File: config.mk
export PLATFORM = sky130hd
export DESIGN_NAME = gray_seq_ctrl_flat
export DESIGN_NICKNAME = d
export VERILOG_FILES = /design/src/rtl/gray_seq_ctrl_if.sv /design/src/rtl/gray_seq_ctrl.sv /design/src/flat_wrapper.sv
export SDC_FILE = /design/constraint.sdc
export NUM_CORES = 1
export LEC_CHECK = 0
export CAP_MARGIN = 30
export CORE_AREA = 2 2 49 51
export DETAILED_ROUTE_END_ITERATION = 8
export DIE_AREA = 0 0 51 53
export GPL_TIMING_DRIVEN = 0
export PLACE_DENSITY = 0.77
export SETUP_SLACK_MARGIN = 0.2
export SLEW_MARGIN = 20
export SYNTH_ARGS = -nofsm -noshare
export SYNTH_HDL_FRONTEND = slang
export SYNTH_SLANG_ARGS = --single-unit
File: constraint.sdc
create_clock -name clk -period 1.3 [get_ports clk]
set_input_delay 0.325 -clock clk [delete_from_list [all_inputs] [get_ports clk]]
set_output_delay 0.325 -clock clk [all_outputs]
set_load 0.02 [all_outputs]
File: src/rtl/gray_seq_ctrl_if.sv
// gray_seq_ctrl_if: request, burst and counter-side signals of the Gray counter
// sequencer. The master side holds the requesters and the counter readback;
// the slave side is the sequencer itself.
interface gray_seq_ctrl_if;
    localparam int NREQ = 2;

    logic [NREQ-1:0] req;
    logic [3:0]      len0;
    logic [3:0]      len1;
    logic            clr0;
    logic            clr1;
    logic [NREQ-1:0] gnt;
    logic [NREQ-1:0] done;
    logic            cnt_en;
    logic            cnt_rst;
    logic [3:0]      gray_in;
    logic            gray_err;
    logic            busy;

    modport master (
        output req, len0, len1, clr0, clr1, gray_in,
        input  gnt, done, cnt_en, cnt_rst, gray_err, busy
    );

    modport slave (
        input  req, len0, len1, clr0, clr1, gray_in,
        output gnt, done, cnt_en, cnt_rst, gray_err, busy
    );
endinterface

File: src/rtl/gray_seq_ctrl.sv
// gray_seq_ctrl: round-robin arbiter and burst sequencer for a shared 4-bit
// Gray counter. A granted requester gets an optional counter clear followed
// by N enable pulses spaced two cycles apart; each SETTLE cycle reads the
// counter back. With GRAY_SEQ_CHECK_EN defined, the readback is checked for
// single-bit Gray steps and a sticky gray_err is raised on any other change.
// Without GRAY_SEQ_CHECK_EN, gray_err is tied low and the timing is unchanged.
module gray_seq_ctrl (
    input  logic           clk,
    input  logic           rst,
    gray_seq_ctrl_if.slave bus
);
    localparam logic [2:0] ST_IDLE   = 3'd0;
    localparam logic [2:0] ST_CLEAR  = 3'd1;
    localparam logic [2:0] ST_PULSE  = 3'd2;
    localparam logic [2:0] ST_SETTLE = 3'd3;
    localparam logic [2:0] ST_DONE   = 3'd4;

    logic [2:0] state_r;
    logic [2:0] state_nxt_s;
    logic [4:0] remain_r;
    logic [4:0] remain_nxt_s;
    logic       gsel_r;
    logic       gsel_nxt_s;
    logic       prio_r;
    logic       prio_nxt_s;
    logic       grant_s;
    logic       clr_sel_s;
    logic [3:0] len_sel_s;
    logic [1:0] gnt_r;
    logic [1:0] done_r;
    logic       cnt_en_r;
    logic       cnt_rst_r;
    logic       busy_r;

    function automatic logic [1:0] idx_onehot(input logic idx);
        return idx ? 2'b10 : 2'b01;
    endfunction

    // Next-state, arbitration and step-count decisions
    always_comb begin
        state_nxt_s  = state_r;
        remain_nxt_s = remain_r;
        gsel_nxt_s   = gsel_r;
        prio_nxt_s   = prio_r;
        grant_s      = 1'b0;
        clr_sel_s    = 1'b0;
        len_sel_s    = 4'd0;
        case (state_r)
            ST_IDLE: begin
                if (bus.req != 2'b00) begin
                    grant_s    = 1'b1;
                    // The pointer names the preferred requester; fall back to the other.
                    gsel_nxt_s = bus.req[prio_r] ? prio_r : ~prio_r;
                    len_sel_s  = gsel_nxt_s ? bus.len1 : bus.len0;
                    clr_sel_s  = gsel_nxt_s ? bus.clr1 : bus.clr0;
                    // A length of zero encodes a full 16-step lap.
                    remain_nxt_s = (len_sel_s == 4'd0) ? 5'd16 : {1'b0, len_sel_s};
                    state_nxt_s  = clr_sel_s ? ST_CLEAR : ST_PULSE;
                end else begin
                    state_nxt_s = ST_IDLE;
                end
            end
            ST_CLEAR: begin
                state_nxt_s = ST_PULSE;
            end
            ST_PULSE: begin
                state_nxt_s = ST_SETTLE;
            end
            ST_SETTLE: begin
                remain_nxt_s = remain_r - 5'd1;
                if (remain_r == 5'd1) begin
                    state_nxt_s = ST_DONE;
                end else begin
                    state_nxt_s = ST_PULSE;
                end
            end
            ST_DONE: begin
                prio_nxt_s  = ~gsel_r;
                state_nxt_s = ST_IDLE;
            end
            default: begin
                state_nxt_s = ST_IDLE;
            end
        endcase
    end

    // State, bookkeeping and registered outputs derived from the next state
    always_ff @(posedge clk) begin
        if (!rst) begin
            state_r   <= ST_IDLE;
            remain_r  <= 5'd0;
            gsel_r    <= 1'b0;
            prio_r    <= 1'b0;
            gnt_r     <= 2'b00;
            done_r    <= 2'b00;
            cnt_en_r  <= 1'b0;
            cnt_rst_r <= 1'b0;
            busy_r    <= 1'b0;
        end else begin
            state_r   <= state_nxt_s;
            remain_r  <= remain_nxt_s;
            gsel_r    <= gsel_nxt_s;
            prio_r    <= prio_nxt_s;
            gnt_r     <= (state_nxt_s != ST_IDLE) ? idx_onehot(gsel_nxt_s) : 2'b00;
            done_r    <= (state_nxt_s == ST_DONE) ? idx_onehot(gsel_r) : 2'b00;
            cnt_en_r  <= (state_nxt_s == ST_PULSE);
            cnt_rst_r <= (state_nxt_s == ST_CLEAR);
            busy_r    <= (state_nxt_s != ST_IDLE);
        end
    end

    assign bus.gnt     = gnt_r;
    assign bus.done    = done_r;
    assign bus.cnt_en  = cnt_en_r;
    assign bus.cnt_rst = cnt_rst_r;
    assign bus.busy    = busy_r;

`ifdef GRAY_SEQ_CHECK_EN
    logic [3:0] prev_r;
    logic       gray_err_r;

    // True when a and b differ in exactly one bit position.
    function automatic logic is_gray_step(input logic [3:0] a, input logic [3:0] b);
        logic [3:0] x;
        x = a ^ b;
        return (x != 4'd0) && ((x & (x - 4'd1)) == 4'd0);
    endfunction

    // Track the last counter value and latch any non-single-bit transition
    always_ff @(posedge clk) begin
        if (!rst) begin
            prev_r     <= 4'd0;
            gray_err_r <= 1'b0;
        end else if (grant_s && !clr_sel_s) begin
            prev_r <= bus.gray_in;
        end else if (state_r == ST_CLEAR) begin
            prev_r <= 4'd0;
        end else if (state_r == ST_SETTLE) begin
            if (!is_gray_step(prev_r, bus.gray_in)) begin
                gray_err_r <= 1'b1;
            end
            prev_r <= bus.gray_in;
        end
    end

    assign bus.gray_err = gray_err_r;
`else
    assign bus.gray_err = 1'b0;
`endif
endmodule

File: src/flat_wrapper.sv
// flat-port wrapper written by rule: the top's interface ports become plain ports
module gray_seq_ctrl_flat 
  (clk, rst, bus_req, bus_len0, bus_len1, bus_clr0, bus_clr1, bus_gray_in, bus_gnt, bus_done, bus_cnt_en, bus_cnt_rst, bus_gray_err, bus_busy);
  gray_seq_ctrl_if bus_i ();
  input  logic clk;
  input  logic rst;
  input wire logic [$bits(bus_i.req)-1:0] bus_req;
  input wire logic [$bits(bus_i.len0)-1:0] bus_len0;
  input wire logic [$bits(bus_i.len1)-1:0] bus_len1;
  input wire logic [$bits(bus_i.clr0)-1:0] bus_clr0;
  input wire logic [$bits(bus_i.clr1)-1:0] bus_clr1;
  input wire logic [$bits(bus_i.gray_in)-1:0] bus_gray_in;
  output wire logic [$bits(bus_i.gnt)-1:0] bus_gnt;
  output wire logic [$bits(bus_i.done)-1:0] bus_done;
  output wire logic [$bits(bus_i.cnt_en)-1:0] bus_cnt_en;
  output wire logic [$bits(bus_i.cnt_rst)-1:0] bus_cnt_rst;
  output wire logic [$bits(bus_i.gray_err)-1:0] bus_gray_err;
  output wire logic [$bits(bus_i.busy)-1:0] bus_busy;
  assign bus_i.req = bus_req;
  assign bus_i.len0 = bus_len0;
  assign bus_i.len1 = bus_len1;
  assign bus_i.clr0 = bus_clr0;
  assign bus_i.clr1 = bus_clr1;
  assign bus_i.gray_in = bus_gray_in;
  assign bus_gnt = bus_i.gnt;
  assign bus_done = bus_i.done;
  assign bus_cnt_en = bus_i.cnt_en;
  assign bus_cnt_rst = bus_i.cnt_rst;
  assign bus_gray_err = bus_i.gray_err;
  assign bus_busy = bus_i.busy;
  gray_seq_ctrl u_core (.clk(clk), .rst(rst), .bus(bus_i));
endmodule
==> results.yml, run 1 <==
global_route:
  grt_max_degree: 11
  grt_usage_pct: 16.33
  grt_pass1_vias: 742
  grt_antenna_before_repair: 0
  grt_pass1_wl_um: 3249
  grt_overflow: 0
pwr:
  powerDensity_nw_per_um2: 1121
  peakVddDrop_mv: 0.5651
  swShare_pct: 32.97
  p_sw_uw: 463.0
  p_int_uw: 941.5
  finalPower_uw: 1405
  p_clk_share_pct: 20.7
  leakage_uw: 0.0005061
  p_comb_share_pct: 34.2
  power.share.sequential_pct: 45.1
clocking:
  clock-sinks: 17
  numCtsBuffers: 3
  cts_root_buf: "clkbuf_4"
  htree_levels: 1
  cts_tree: "built"
  clock_latency_ns: 0.29
  clk_path_buf_depth: 2
  clk_pin_slew_worst_paths_ns: 0.11
placement:
  pre_cts_slack_ns: -0.4044
  dpl.hpwl_um: 1466
  post-place-cells: 146
  port_buffers: 19
  placed_area_um2: 1077
  gp_congestion: 0.8616
logic_synthesis:
  ys_ff_latch: 17
  synth-edff-count: 0
  synth_cell_types: 37
  synth.largest_area_cell: "dfxtp_1"
  synth_flop_cell: "dfxtp_1"
  ys_top_cells_by_area: "dfxtp_1, nor2_1, nand3_1, mux2i_1, a21oi_1"
  async_flop_share_pct: 0
  syn_nets: 119
  netlist.area_leader.share_pct: 40.72
  avgSynthCellArea_um2: 8.442
  netlist_area_um2: 835.8
  synthCells: 99
  yosysSeqAreaShare_pct: 40.72
  synth_warnings: 0
sta:
  setup_violations: 12
  setup_ws_ns: -0.2077
  hold_viol: 0
  max_freq_mhz: 663.3
  grt_setup_unrepaired: "true"
  drv_slew: 0
  tns_ns: -1.879
  finalCritPeriodShare_pct: 116.0
  skew_ns: 0.004066
  min_period_ns: 1.508
worst_setup_path:
  cp_top_family: "simple AND/OR/NAND/NOR gates"
  end_kind: "flop"
  slowest_delay_ns: 0.41
  cp-start-kind: "flop"
  crit_path_max_fanout: 6
  arrival_ns: 1.75
  worstPathCellList: "or3_4 -> or2_1 -> buf_6 -> a21oi_4 -> and2_1"
  slowest_stage: "or3_4"
  worstPathRequired_ns: 1.54
  worstSetupPathType: "reg -> reg"
  critPathBufInv: 1
hold_path:
  hold_class: "in -> reg"
flow_run:
  drv_cap: 0
floorplan:
  fp-row-count: 17
  die_area_um2: 2703
  die_y_um: 53
  io_pins: 26
  initial_core_util_pct: 38.91
  die_w_um: 51
  core-area_um2: 2148
final_layout:
  antennaDiodeCount: 0
  layout.nets: 148
  drive_gt1_share_pct: 35.43
  syn2layout_area_growth_pct: 49.85
  finalInstanceArea_um2: 1252
  finalNonFillerCells: 155
status:
  outcome: "complete, but fails checks"
  violations: "negative setup slack"
routing:
  postRouteAntennaNets: 0
  dr.pass1.iters: 4
  drcViolationCount: 0
  vias: 818
  wire_per_inst_um: 13.79
  first_iter_violations: 19
  detail_route.wirelength_um: 2138
  routed_via_density: 5.277
-- metrics by stage --
stage	hold WS (ns)	utilization, %
finish	0.4252	58.30
global route	0.4409	58.30
CTS	0.4231	53.76
detailed placement	0.4911	50.15
global placement	0.4556	50.15
floorplan	0.4209	-
-- cell usage in the layout (no fill, tap or decap), drive strengths merged, types with 4 or more instances in the layout --
| master | synthesis | final |
|---|---|---|
| o21ai | 5 | 5 |
| clkbuf | 1 | 4 |
| a21oi | 6 | 6 |
| clkdlybuf4s50 | 0 | 10 |
| buf | 2 | 14 |
| nand3 | 7 | 7 |
| inv | 6 | 6 |
| nor2 | 12 | 12 |
| nand2 | 4 | 4 |
| dfxtp | 17 | 17 |
-- timing repair --
action                                 in CTS  in global routing
gates resized for setup                    48                 25
endpoints found under the hold margin       0                  0
buffers inserted                            3                  2
pin swaps                                   3                  6
setup endpoints to repair                  23                 23
hold buffers                                0                  0
-- registers in the layout, indices dropped and copies added, names as in the netlist --
register and cells:
u_core.bus.busy 1, u_core.bus.cnt_en 1, u_core.bus.cnt_rst 1, u_core.bus.done 2
u_core.bus.gnt 2, u_core.gsel_r 1, u_core.prio_r 1, u_core.remain_r 5
u_core.state_r 3
-- kinds of logic (layout without fill, tap and decap cells) --
kind of cell	Yosys count	after routing	synth area share [%]
compound gates	25	25	19.46
mux	3	3	3.593
fa+ha+maj	2	2	2.994
buf+inv	9	37	5.389
flops	17	17	40.72
xor+xnor	1	1	1.048
simple gates	41	41	26.35
other cells	1	1	0.4487
-- synth_stat cells, drive strengths merged (2+ instances only) --
cell type / count
a211oi: 2
a21oi: 6
a31oi: 2
and2: 2
buf: 2
dfxtp: 17
ha: 2
inv: 6
mux2i: 3
nand2: 4
nand2b: 3
nand3: 7
nor2: 12
nor2b: 3
nor4: 3
o21a: 2
o21ai: 5
o22ai: 2
o31a: 2
or3: 2
-- power groups by stage --
| stage | logic, uW | clock network, uW | registers, uW |
|---|---|---|---|
| 2_1_floorplan | 227 | 0 | 655 |
| 6_report | 480 | 290 | 634 |
| 3_5_place_dp | 379 | 0 | 637 |
| 5_1_grt | 523 | 327 | 643 |
| 3_3_place_gp | 371 | 0 | 633 |
| 4_1_cts | 414 | 296 | 620 |
-- routing by layer --
metal,track usage (%),up-vias,wire length [um]
li1,-,407,-
met1,18.97,381,896
met2,29.44,26,1128
met3,1.977,4,94
met4,8.108,0,17
met5,0,-,0
-- worst paths after layout --
kind | start | to | slack [ns] | cells after the start
worst min-delay path | rst | u_core.remain_r[2] | 0.43 | 3
worst max register to register | u_core.state_r[1] | u_core.bus.cnt_rst | -0.21 | 5
worst min register to register | u_core.gsel_r | u_core.bus.done[0] | 0.52 | 1
worst max-delay path | u_core.state_r[1] | u_core.bus.cnt_rst | -0.21 | 5
-- worst reg2reg max path: cells and delay by family (launching register included) --
family,cells,cell delay [ns]
DFF,1,0.36
buffers and inverters,1,0.15
and+or+nand+nor,3,0.80
AOI/OAI and AO/OA,1,0.15
-- final cells by class --
class                      instances  area [um2]
fill                             189       895.9
multi-input combinational         73       549.3
sequential                        17       357.8
timing repair buffer              24       237.7
tap                               28       35.03
clock buffer                       3       22.52
buffer                             3       22.52
inverter                           6       22.52
clock inverter                     1       5.005
Note: power is estimated with default switching activity, not from simulation.
==> inputs of run 2 (changes only) <==
--- a/config.mk
+++ b/config.mk
@@ -10,6 +10,7 @@
 export DETAILED_ROUTE_END_ITERATION = 8
 export DIE_AREA = 0 0 51 53
 export GPL_TIMING_DRIVEN = 0
+export HOLD_SLACK_MARGIN = 0.08
 export PLACE_DENSITY = 0.77
 export SETUP_SLACK_MARGIN = 0.2
 export SLEW_MARGIN = 20
==> results of run 2 <==
No change in the layout: final DEF, timing and power equal those of run 1.
